**src/rtl/scpad_tile_sequencer_if.sv**
```systemverilog
// Tile-sequencer bus: requester descriptors in, address-mapper beat stream out.
// The slave modport is the sequencer; the master modport is the requester/crossbar side.
interface scpad_tile_sequencer_if #(
    parameter int NUM_COLS      = 32,
    parameter int ROW_IDX_WIDTH = 10,
    parameter int DIM_WIDTH     = $clog2(NUM_COLS) + 1,
    parameter int IDX_WIDTH     = $clog2(NUM_COLS)
);
    logic [1:0]                    req_valid;
    logic [1:0]                    req_ready;
    logic [1:0]                    req_row_or_col;
    logic [1:0][ROW_IDX_WIDTH-1:0] req_spad_addr;
    logic [1:0][DIM_WIDTH-1:0]     req_num_rows;
    logic [1:0][DIM_WIDTH-1:0]     req_num_cols;

    logic                          am_row_or_col;
    logic [ROW_IDX_WIDTH-1:0]      am_spad_addr;
    logic [DIM_WIDTH-1:0]          am_num_rows;
    logic [DIM_WIDTH-1:0]          am_num_cols;
    logic [IDX_WIDTH-1:0]          am_row_id;
    logic [IDX_WIDTH-1:0]          am_col_id;

    logic                          beat_valid;
    logic                          beat_ready;
    logic                          beat_last;
    logic                          beat_owner;
    logic                          done;
    logic                          done_owner;
    logic                          busy;

    modport master (
        output req_valid, req_row_or_col, req_spad_addr, req_num_rows, req_num_cols, beat_ready,
        input  req_ready, am_row_or_col, am_spad_addr, am_num_rows, am_num_cols,
               am_row_id, am_col_id, beat_valid, beat_last, beat_owner, done, done_owner, busy
    );

    modport slave (
        input  req_valid, req_row_or_col, req_spad_addr, req_num_rows, req_num_cols, beat_ready,
        output req_ready, am_row_or_col, am_spad_addr, am_num_rows, am_num_cols,
               am_row_id, am_col_id, beat_valid, beat_last, beat_owner, done, done_owner, busy
    );
endinterface

```
**src/rtl/scpad_tile_sequencer.sv**
```systemverilog
// Round-robin tile sequencer: accepts one of two tile descriptors and steps
// row_id/col_id one beat per crossbar handshake into the scratchpad address mapper.
//
// state | meaning
// IDLE  | arbitrating; req_ready asserted combinationally for the winner
// ISSUE | presenting beats of the captured tile, one per beat_ready
module scpad_tile_sequencer #(
    parameter int NUM_COLS      = 32,
    parameter int ROW_IDX_WIDTH = 10,
    parameter int DIM_WIDTH     = $clog2(NUM_COLS) + 1,
    parameter int IDX_WIDTH     = $clog2(NUM_COLS)
) (
    input logic                   CLK,
    input logic                   nRST,
    scpad_tile_sequencer_if.slave bus
);
    typedef enum logic {IDLE = 1'b0, ISSUE = 1'b1} state_t;

    localparam logic [DIM_WIDTH-1:0] MAX_DIM = DIM_WIDTH'(NUM_COLS);
    localparam logic [DIM_WIDTH-1:0] ONE_DIM = DIM_WIDTH'(1);

    state_t                   state_q;
    logic                     prio_q;
    logic [IDX_WIDTH-1:0]     cnt_q;
    logic [DIM_WIDTH-1:0]     beats_q;
    logic                     owner_q;
    logic                     last_q;
    logic                     done_q;
    logic                     done_owner_q;
    logic                     row_or_col_q;
    logic [ROW_IDX_WIDTH-1:0] spad_q;
    logic [DIM_WIDTH-1:0]     rows_q;
    logic [DIM_WIDTH-1:0]     cols_q;
    logic [IDX_WIDTH-1:0]     row_id_q;
    logic [IDX_WIDTH-1:0]     col_id_q;

    logic                     grant;
    logic                     accept;
    logic [DIM_WIDTH-1:0]     g_rows;
    logic [DIM_WIDTH-1:0]     g_cols;
    logic [DIM_WIDTH-1:0]     g_beats;
    logic [DIM_WIDTH-1:0]     cnt_nxt;

    always_comb begin
        grant = (&bus.req_valid) ? prio_q : bus.req_valid[1];
        // Gated by nRST so req_ready reads 0 while reset is held
        accept  = nRST && (state_q == IDLE) && (|bus.req_valid);
        g_rows  = (bus.req_num_rows[grant] > MAX_DIM) ? MAX_DIM : bus.req_num_rows[grant];
        g_cols  = (bus.req_num_cols[grant] > MAX_DIM) ? MAX_DIM : bus.req_num_cols[grant];
        g_beats = bus.req_row_or_col[grant] ? g_rows : g_cols;
        cnt_nxt = DIM_WIDTH'(cnt_q) + ONE_DIM;
    end

    always_ff @(posedge CLK or negedge nRST) begin
        if (!nRST) begin
            state_q      <= IDLE;
            prio_q       <= 1'b0;
            cnt_q        <= '0;
            beats_q      <= '0;
            owner_q      <= 1'b0;
            last_q       <= 1'b0;
            done_q       <= 1'b0;
            done_owner_q <= 1'b0;
            row_or_col_q <= 1'b0;
            spad_q       <= '0;
            rows_q       <= '0;
            cols_q       <= '0;
            row_id_q     <= '0;
            col_id_q     <= '0;
        end else begin
            done_q <= 1'b0;
            case (state_q)
                IDLE: begin
                    if (accept) begin
                        prio_q       <= ~grant;
                        owner_q      <= grant;
                        row_or_col_q <= bus.req_row_or_col[grant];
                        spad_q       <= bus.req_spad_addr[grant];
                        rows_q       <= g_rows;
                        cols_q       <= g_cols;
                        beats_q      <= g_beats;
                        cnt_q        <= '0;
                        row_id_q     <= '0;
                        col_id_q     <= '0;
                        // Zero-length tiles complete without ever leaving IDLE
                        if (g_beats == '0) begin
                            done_q       <= 1'b1;
                            done_owner_q <= grant;
                        end else begin
                            state_q <= ISSUE;
                            last_q  <= (g_beats == ONE_DIM);
                        end
                    end
                end
                ISSUE: begin
                    if (bus.beat_ready) begin
                        if (last_q) begin
                            state_q      <= IDLE;
                            last_q       <= 1'b0;
                            done_q       <= 1'b1;
                            done_owner_q <= owner_q;
                        end else begin
                            cnt_q  <= cnt_nxt[IDX_WIDTH-1:0];
                            last_q <= (cnt_nxt == (beats_q - ONE_DIM));
                            if (row_or_col_q) begin
                                row_id_q <= cnt_nxt[IDX_WIDTH-1:0];
                            end else begin
                                col_id_q <= cnt_nxt[IDX_WIDTH-1:0];
                            end
                        end
                    end
                end
            endcase
        end
    end

    assign bus.req_ready     = accept ? (grant ? 2'b10 : 2'b01) : 2'b00;
    assign bus.am_row_or_col = row_or_col_q;
    assign bus.am_spad_addr  = spad_q;
    assign bus.am_num_rows   = rows_q;
    assign bus.am_num_cols   = cols_q;
    assign bus.am_row_id     = row_id_q;
    assign bus.am_col_id     = col_id_q;
    assign bus.beat_valid    = (state_q == ISSUE);
    assign bus.beat_last     = last_q;
    assign bus.beat_owner    = owner_q;
    assign bus.done          = done_q;
    assign bus.done_owner    = done_owner_q;
    assign bus.busy          = (state_q == ISSUE);
endmodule

```
**src/flat_wrapper.sv**
```systemverilog
// flat-port wrapper written by rule: the top's interface ports become plain ports
module scpad_tile_sequencer_flat 
#(
    parameter int NUM_COLS      = 32,
    parameter int ROW_IDX_WIDTH = 10,
    parameter int DIM_WIDTH     = $clog2(NUM_COLS) + 1,
    parameter int IDX_WIDTH     = $clog2(NUM_COLS)
)
  (CLK, nRST, bus_req_valid, bus_req_row_or_col, bus_req_spad_addr, bus_req_num_rows, bus_req_num_cols, bus_beat_ready, bus_req_ready, bus_am_row_or_col, bus_am_spad_addr, bus_am_num_rows, bus_am_num_cols, bus_am_row_id, bus_am_col_id, bus_beat_valid, bus_beat_last, bus_beat_owner, bus_done, bus_done_owner, bus_busy);
  scpad_tile_sequencer_if #(.NUM_COLS(NUM_COLS), .ROW_IDX_WIDTH(ROW_IDX_WIDTH), .DIM_WIDTH(DIM_WIDTH), .IDX_WIDTH(IDX_WIDTH)) bus_i ();
  input logic CLK;
  input logic nRST;
  input wire logic [$bits(bus_i.req_valid)-1:0] bus_req_valid;
  input wire logic [$bits(bus_i.req_row_or_col)-1:0] bus_req_row_or_col;
  input wire logic [$bits(bus_i.req_spad_addr)-1:0] bus_req_spad_addr;
  input wire logic [$bits(bus_i.req_num_rows)-1:0] bus_req_num_rows;
  input wire logic [$bits(bus_i.req_num_cols)-1:0] bus_req_num_cols;
  input wire logic [$bits(bus_i.beat_ready)-1:0] bus_beat_ready;
  output wire logic [$bits(bus_i.req_ready)-1:0] bus_req_ready;
  output wire logic [$bits(bus_i.am_row_or_col)-1:0] bus_am_row_or_col;
  output wire logic [$bits(bus_i.am_spad_addr)-1:0] bus_am_spad_addr;
  output wire logic [$bits(bus_i.am_num_rows)-1:0] bus_am_num_rows;
  output wire logic [$bits(bus_i.am_num_cols)-1:0] bus_am_num_cols;
  output wire logic [$bits(bus_i.am_row_id)-1:0] bus_am_row_id;
  output wire logic [$bits(bus_i.am_col_id)-1:0] bus_am_col_id;
  output wire logic [$bits(bus_i.beat_valid)-1:0] bus_beat_valid;
  output wire logic [$bits(bus_i.beat_last)-1:0] bus_beat_last;
  output wire logic [$bits(bus_i.beat_owner)-1:0] bus_beat_owner;
  output wire logic [$bits(bus_i.done)-1:0] bus_done;
  output wire logic [$bits(bus_i.done_owner)-1:0] bus_done_owner;
  output wire logic [$bits(bus_i.busy)-1:0] bus_busy;
  assign bus_i.req_valid = bus_req_valid;
  assign bus_i.req_row_or_col = bus_req_row_or_col;
  assign bus_i.req_spad_addr = bus_req_spad_addr;
  assign bus_i.req_num_rows = bus_req_num_rows;
  assign bus_i.req_num_cols = bus_req_num_cols;
  assign bus_i.beat_ready = bus_beat_ready;
  assign bus_req_ready = bus_i.req_ready;
  assign bus_am_row_or_col = bus_i.am_row_or_col;
  assign bus_am_spad_addr = bus_i.am_spad_addr;
  assign bus_am_num_rows = bus_i.am_num_rows;
  assign bus_am_num_cols = bus_i.am_num_cols;
  assign bus_am_row_id = bus_i.am_row_id;
  assign bus_am_col_id = bus_i.am_col_id;
  assign bus_beat_valid = bus_i.beat_valid;
  assign bus_beat_last = bus_i.beat_last;
  assign bus_beat_owner = bus_i.beat_owner;
  assign bus_done = bus_i.done;
  assign bus_done_owner = bus_i.done_owner;
  assign bus_busy = bus_i.busy;
  scpad_tile_sequencer #(.NUM_COLS(NUM_COLS), .ROW_IDX_WIDTH(ROW_IDX_WIDTH), .DIM_WIDTH(DIM_WIDTH), .IDX_WIDTH(IDX_WIDTH)) u_core (.CLK(CLK), .nRST(nRST), .bus(bus_i));
endmodule
```
**config.mk**
```make
export PLATFORM = sky130hd
export DESIGN_NAME = scpad_tile_sequencer_flat
export DESIGN_NICKNAME = d
export VERILOG_FILES = /design/src/rtl/scpad_tile_sequencer_if.sv /design/src/rtl/scpad_tile_sequencer.sv /design/src/flat_wrapper.sv
export SDC_FILE = /design/constraint.sdc
export NUM_CORES = 1
export LEC_CHECK = 0
export ABC_CLOCK_PERIOD_IN_PS = 1700
export CORE_MARGIN = 2
export CORE_UTILIZATION = 42
export DETAILED_ROUTE_END_ITERATION = 10
export PLACE_DENSITY = 0.78
export SLEW_MARGIN = 20
export SYNTH_ARGS = -nofsm -noshare
export SYNTH_HDL_FRONTEND = slang
export SYNTH_SLANG_ARGS = --single-unit
```
**constraint.sdc**
```tcl
create_clock -name CLK -period 1.7 [get_ports CLK]
set_input_delay 0.34 -clock CLK [delete_from_list [all_inputs] [get_ports CLK]]
set_output_delay 0.34 -clock CLK [all_outputs]
set_load 0.05 [all_outputs]
```
Word-level counts from Yosys, hierarchy flattened. Cells that the tools add are included.

Memories: 0. Word-level logic and storage cells: 88. ROM bits: 0. Latch bits: 0. Register bits after elaboration: 50. Input port bits: 51. Output and inout port bits: 41. RAM bits: 0.

Divide/modulo/power cells: 0. $lt $le $gt $ge: 3. Muxes and demuxes: 46. Bitwise operators: 2. Shift operators: 0. Reduce and logical (&&, ||, !) cells: 11. Multiply operators: 0. Eq/ne operators: 10. Add/sub/neg operators: 2.

Operators with widths (number): two-way mux 5 bit (9); two-way mux 6 bit (7); case mux 5 bit (2 select lines) (3); two-way mux 10 bit (2); two-way mux 1 bit (19); inequality test 2 bit, second input constant (7); greater-than comparator 6 bit, second input constant (2); AND reduction 4 bit (3); case mux 1 bit (2 select lines) (4); adder 5 x 1 -> 6 bit, second input constant (1); equality test 6 x 1 -> 1 bit, second input constant (1); equality test 6 bit (1); logical NOT 6 bit (1); AND reduction 3 bit (2); subtractor 6 x 1 -> 6 bit, second input constant (1); two-way mux 2 bit (2); AND reduction 2 bit (2); logical AND 1 bit (2); less-than comparator 1 x 2 -> 1 bit, second input constant (1); inequality test 2 x 1 -> 1 bit, second input constant (1); NOT 1 bit (2); OR reduction 2 bit (1).

Depth between registers and ports, before layout.
Depth after elaboration: 11. Mapped depth: 7. Depth with buffers taken out: 7.

Worst setup path after synthesis. Ideal clock, no wire load.

Kind: register to output. From: reg u_core.state_q, in the netlist u_core.bus.beat_valid. To: out bus_req_ready[1]. Data arrival time: 1.924 ns. Required time: 1.360 ns. Slack: -0.564 ns. Stages on the path, launching flop included: 5. Buffers on the path: 1. Cells stage by stage: dfrtp_1 > inv_2 > o211ai_1 > buf_6 > nor2_1.

Cells in the longest elaborated chain, start to end: 4.

RTL lines: from (decl) (RTL line scpad_tile_sequencer.sv:22) `state_t state_q;`; from (signal assigned) (RTL line scpad_tile_sequencer.sv:56) `state_q <= IDLE;`; from (signal assigned) (RTL line scpad_tile_sequencer.sv:90) `state_q <= ISSUE;`; from (signal assigned) (RTL line scpad_tile_sequencer.sv:98) `state_q <= IDLE;`; NOT 1 bit (no line); logical AND 1 bit (2 in series) (RTL line scpad_tile_sequencer.sv:47) `accept = nRST && (state_q == IDLE) && (|bus.req_valid);`; two-way mux 2 bit (RTL line scpad_tile_sequencer.sv:117) `assign bus.req_ready = accept ? (grant ? 2'b10 : 2'b01) : 2'b00;`; to (decl) (RTL line flat_wrapper.sv:19) `output wire logic [$bits(bus_i.req_ready)-1:0] bus_req_ready;`.

No other way between the ends.

Worst setup path after layout.
From: reg u_core.beats_q[2]. To: reg u_core.last_q, in the netlist u_core.bus.beat_last.

Cells in the longest elaborated chain, start to end: 5.

RTL lines: from (decl) (RTL line scpad_tile_sequencer.sv:25) `logic [DIM_WIDTH-1:0] beats_q;`; from (signal assigned) (RTL line scpad_tile_sequencer.sv:81) `beats_q <= g_beats;`; subtractor 6 x 1 -> 6 bit (RTL line scpad_tile_sequencer.sv:104) `last_q <= (cnt_nxt == (beats_q - ONE_DIM));`; equality test 6 bit (RTL line scpad_tile_sequencer.sv:104); two-way mux 1 bit (RTL line scpad_tile_sequencer.sv:97) `if (last_q) begin`; two-way mux 1 bit (RTL line scpad_tile_sequencer.sv:96) `if (bus.beat_ready) begin`; case mux 1 bit (2 select lines) (RTL line scpad_tile_sequencer.sv:72) `case (state_q)`; to (signal assigned) (RTL line scpad_tile_sequencer.sv:91) `last_q <= (g_beats == ONE_DIM);`; to (signal assigned) (RTL line scpad_tile_sequencer.sv:104); to (decl) (RTL line scpad_tile_sequencer.sv:27) `logic last_q;`.

No other way between the ends. The select of a mux whose other input is x is not followed. A chain may end at the register's enable or synchronous reset.

==> key figures <==
Outcome
  – Status: finished, violations left
  – Failing checks: negative setup slack

Power
  – Pleak: between 2 and 2.5 nW
  – VDD IR max: around 0.0011 V
  – Pwr dens: around 1700 nW/µm²
  – Total power: around 7.4 mW

Final layout
  – Layout cells sized above 1: around 34%
  – # nets final: 492
  – Layout Cells excl Fill: between 500 and 600
  – Fin area: ~4400 µm²
  – Final core utilization: slightly below 70%
  – P&R area growth vs syn: 59.53%
  – Ant. Diodes: 0

Die
  – Initial Util: 43.43%
  – Die Area: 7230 µm²
  – Core Rows: 29
  – Core Region: between 6000 and 7000 µm²
  – Die span in x: around 85 µm
  – Io pins: 92
  – Die Ht: ~85 µm

Clock network
  – CTS tree: built
  – Worst-path clk slew: 0.10 ns
  – Clk Latency, worst-skew pair: approximately 0.32 ns
  – Root Buffer: clkbuf_8
  – Max H-tree Level: 2
  – CTS Buf Count: 5
  – Hold Buf Count CTS: 0
  – Max clock buf depth: 2
  – Clk sinks: 50

Synth
  – Synth Cell Area: ~2800 µm²
  – Synth Warn #: 0
  – Syn avg cell area: about 9.5 µm²
  – Post-synth top area share: 45.37%
  – Area leader, netlist: dfrtp_1
  – Top cells by area, synth: dfrtp_1 (45%), mux2i_1 (5.8%), nand2_1 (5.6%)
  – Synth top cells by count: dfrtp_1 (50), nand2_1 (41), o21ai_0 (28)
  – Most common cell in the netlist: dfrtp_1
  – Async S/R FF share, synth: 100.0%
  – Synth cell types: 47
  – #FFs+latches synth: 50
  – Top FF cell, synth: dfrtp_1
  – Post-synth EDFFs: 0
  – Post-synthesis cell count: roughly 290
  – Seq/Total Area, Yosys: 45.37%
  – Synth Net Count: between 300 and 400

STA
  – Worst-margin pin slew: 0.5214 ns
  – Min Tclk post-route: ~1.8 ns
  – Final Hold Fails: 0
  – Fmax: 544.5 MHz
  – RSZ-0062 raised after global routing: true
  – Slack of the critical path: -0.1364 ns
  – Period utilisation layout: 108.0%
  – Fin Clk Skew: 0.01021 ns
  – Max-Slew Margin vs Limit: between 60 and 70%
  – Final setup viols: 4
  – Max-slew violations: 0

Routing
  – Routed Antenna Nets: 0
  – DR vias/cell: around 5.3
  – Routed len/inst: 15.47 µm
  – WL final: approximately 8000 µm
  – Drt first pass iters: 4
  – Drc violations: 0
  – DRT iter0 DRCs: 97
  – Vias: 2,747

Job
  – MaxCap Viol Count: 0

Placement
  – Cell Area, Placed: 4089 µm²
  – Pre-CTS WS: -0.7826 ns
  – Placed insts: 498
  – Final HPWL DP: about 6000 µm
  – IO Port Bufs: 91
  – Placer Congestion: between 0.8 and 0.9

Global routing
  – Tot GR Track Use: 22.89%
  – GRT overflow: 0
  – Vias in the first global route: 2,839
  – Initial antenna violation count: 0
  – First-pass GRT wire length: approximately 13,000 µm
  – Largest net degree at the start of global routing: 42

Worst setup path
  – Slowest-stage cell, CP: or4_4
  – Max FO, Critical Path: 4
  – CP Capture Type: flop
  – Crit Reg-Reg Startpoint: u_core.beats_q[2]
  – Cells on worst reg2reg path: 6
  – Worst setup startpoint: u_core.beats_q[2]
  – Worst path cell trace: or4_4 -> a21bo_1 -> o211a_1 -> o31ai_2 -> nand4_1 -> a21oi_1
  – Critical path startpoint category: flop
  – Req. time, crit path: between 1.5 and 2 ns
  – Crit-path max cell delay: between 0.5 and 0.6 ns
  – Setup CP Type: flop to flop
  – Reg2reg setup slack: -0.14 ns
  – Arr. time, crit path: 2.08 ns
  – Reg2Reg Capture Point: u_core.bus.beat_last

Min path
  – Path type of the worst min-delay path: input port to asynchronous set/reset pin
## layer usage
layer / up-vias / GRT usage (%) / routed length, µm
met3: 22 / 5.739 / 454
li1: 1328 / - / -
met4: 0 / 7.792 / 184
met2: 96 / 39.56 / 4041
met5: - / 0 / 0
met1: 1301 / 27.83 / 3319
## layout make-up
type | instances | area [µm²]
fillers | 475 | 1951
clock buffers | 5 | 68.82
flip-flops and latches | 50 | 1254
inverters | 9 | 36.28
multi-input cells | 214 | 1480
repair buffers | 159 | 1415
well taps | 77 | 96.34
clock inverters | 3 | 48.80
## state kept, by name (all words and copies together) (netlist names), 5 cells and up
register / count
u_core.cnt_q: 5
u_core.bus.am_spad_addr: 10
u_core.bus.am_row_id: 5
u_core.bus.am_num_rows: 6
u_core.bus.am_num_cols: 6
u_core.beats_q: 6
u_core.bus.am_col_id: 5
## what timing repair did
| item | 4_1_cts | 5_1_grt |
|---|---|---|
| buffers inserted | 9 | 2 |
| resized for setup | 28 | 10 |
| pin swaps | 11 | 6 |
| endpoints found under the setup margin | 8 | 10 |
| cloned | 1 | 0 |
## placed cells by master, fill, tap and decap left out, types with 10 or more instances in the layout
master / n
dfrtp_1: 48
buf_4: 99
nand2_1: 40
o21ai_1: 10
nor3b_1: 10
o21ai_0: 26
mux2i_1: 16
clkdlybuf4s50_1: 37
nor2_1: 16
## cell families (layout without fill, tap and decap cells)
kind of cell,Yosys count,after routing,share of synthesized area (%)
and+or+nand+nor,97,97,17.92
AOI/OAI and AO/OA,79,79,18.24
DFF,50,50,45.37
muxes,27,27,10.30
buffers and inverters,25,176,4.401
xor gates and xnor gates,9,9,2.859
adders and majority gates,2,2,0.9073
## report_power, final
part	switching (mW)	internal, mW	total, mW
registers	0.349	1.67	2.02
clock network	0.446	0.449	0.895
logic	2.71	1.80	4.50
total	3.50	3.92	7.42
## worst max-delay path by stage
stage | slack [ns] | to
5_1_grt | -0.19 | u_core.bus.beat_last
4_1_cts | -0.16 | u_core.bus.beat_last
3_3_place_gp | -0.71 | u_core.bus.done_owner
2_1_floorplan | -0.05 | bus_req_ready[1]
6_report | -0.14 | u_core.bus.beat_last
3_5_place_dp | -0.78 | u_core.bus.done_owner
## critical path, delay by kind of cell, from the launching register on
family	cells	cell delay [ns]
and+or+nand+nor	2	0.69
AOI/OAI and AO/OA	4	0.68
DFF	1	0.39
## through the flow
stage,TNS (ns),hold slack (ns)
2_1_floorplan,-0.1024,0.04441
3_5_place_dp,-14.15,0.3539
6_report,-0.2537,0.003308
4_1_cts,-0.3317,0.007328
5_1_grt,-0.5294,0.01529
3_3_place_gp,-13.36,0.3604
(Power assumes the default switching activity.)
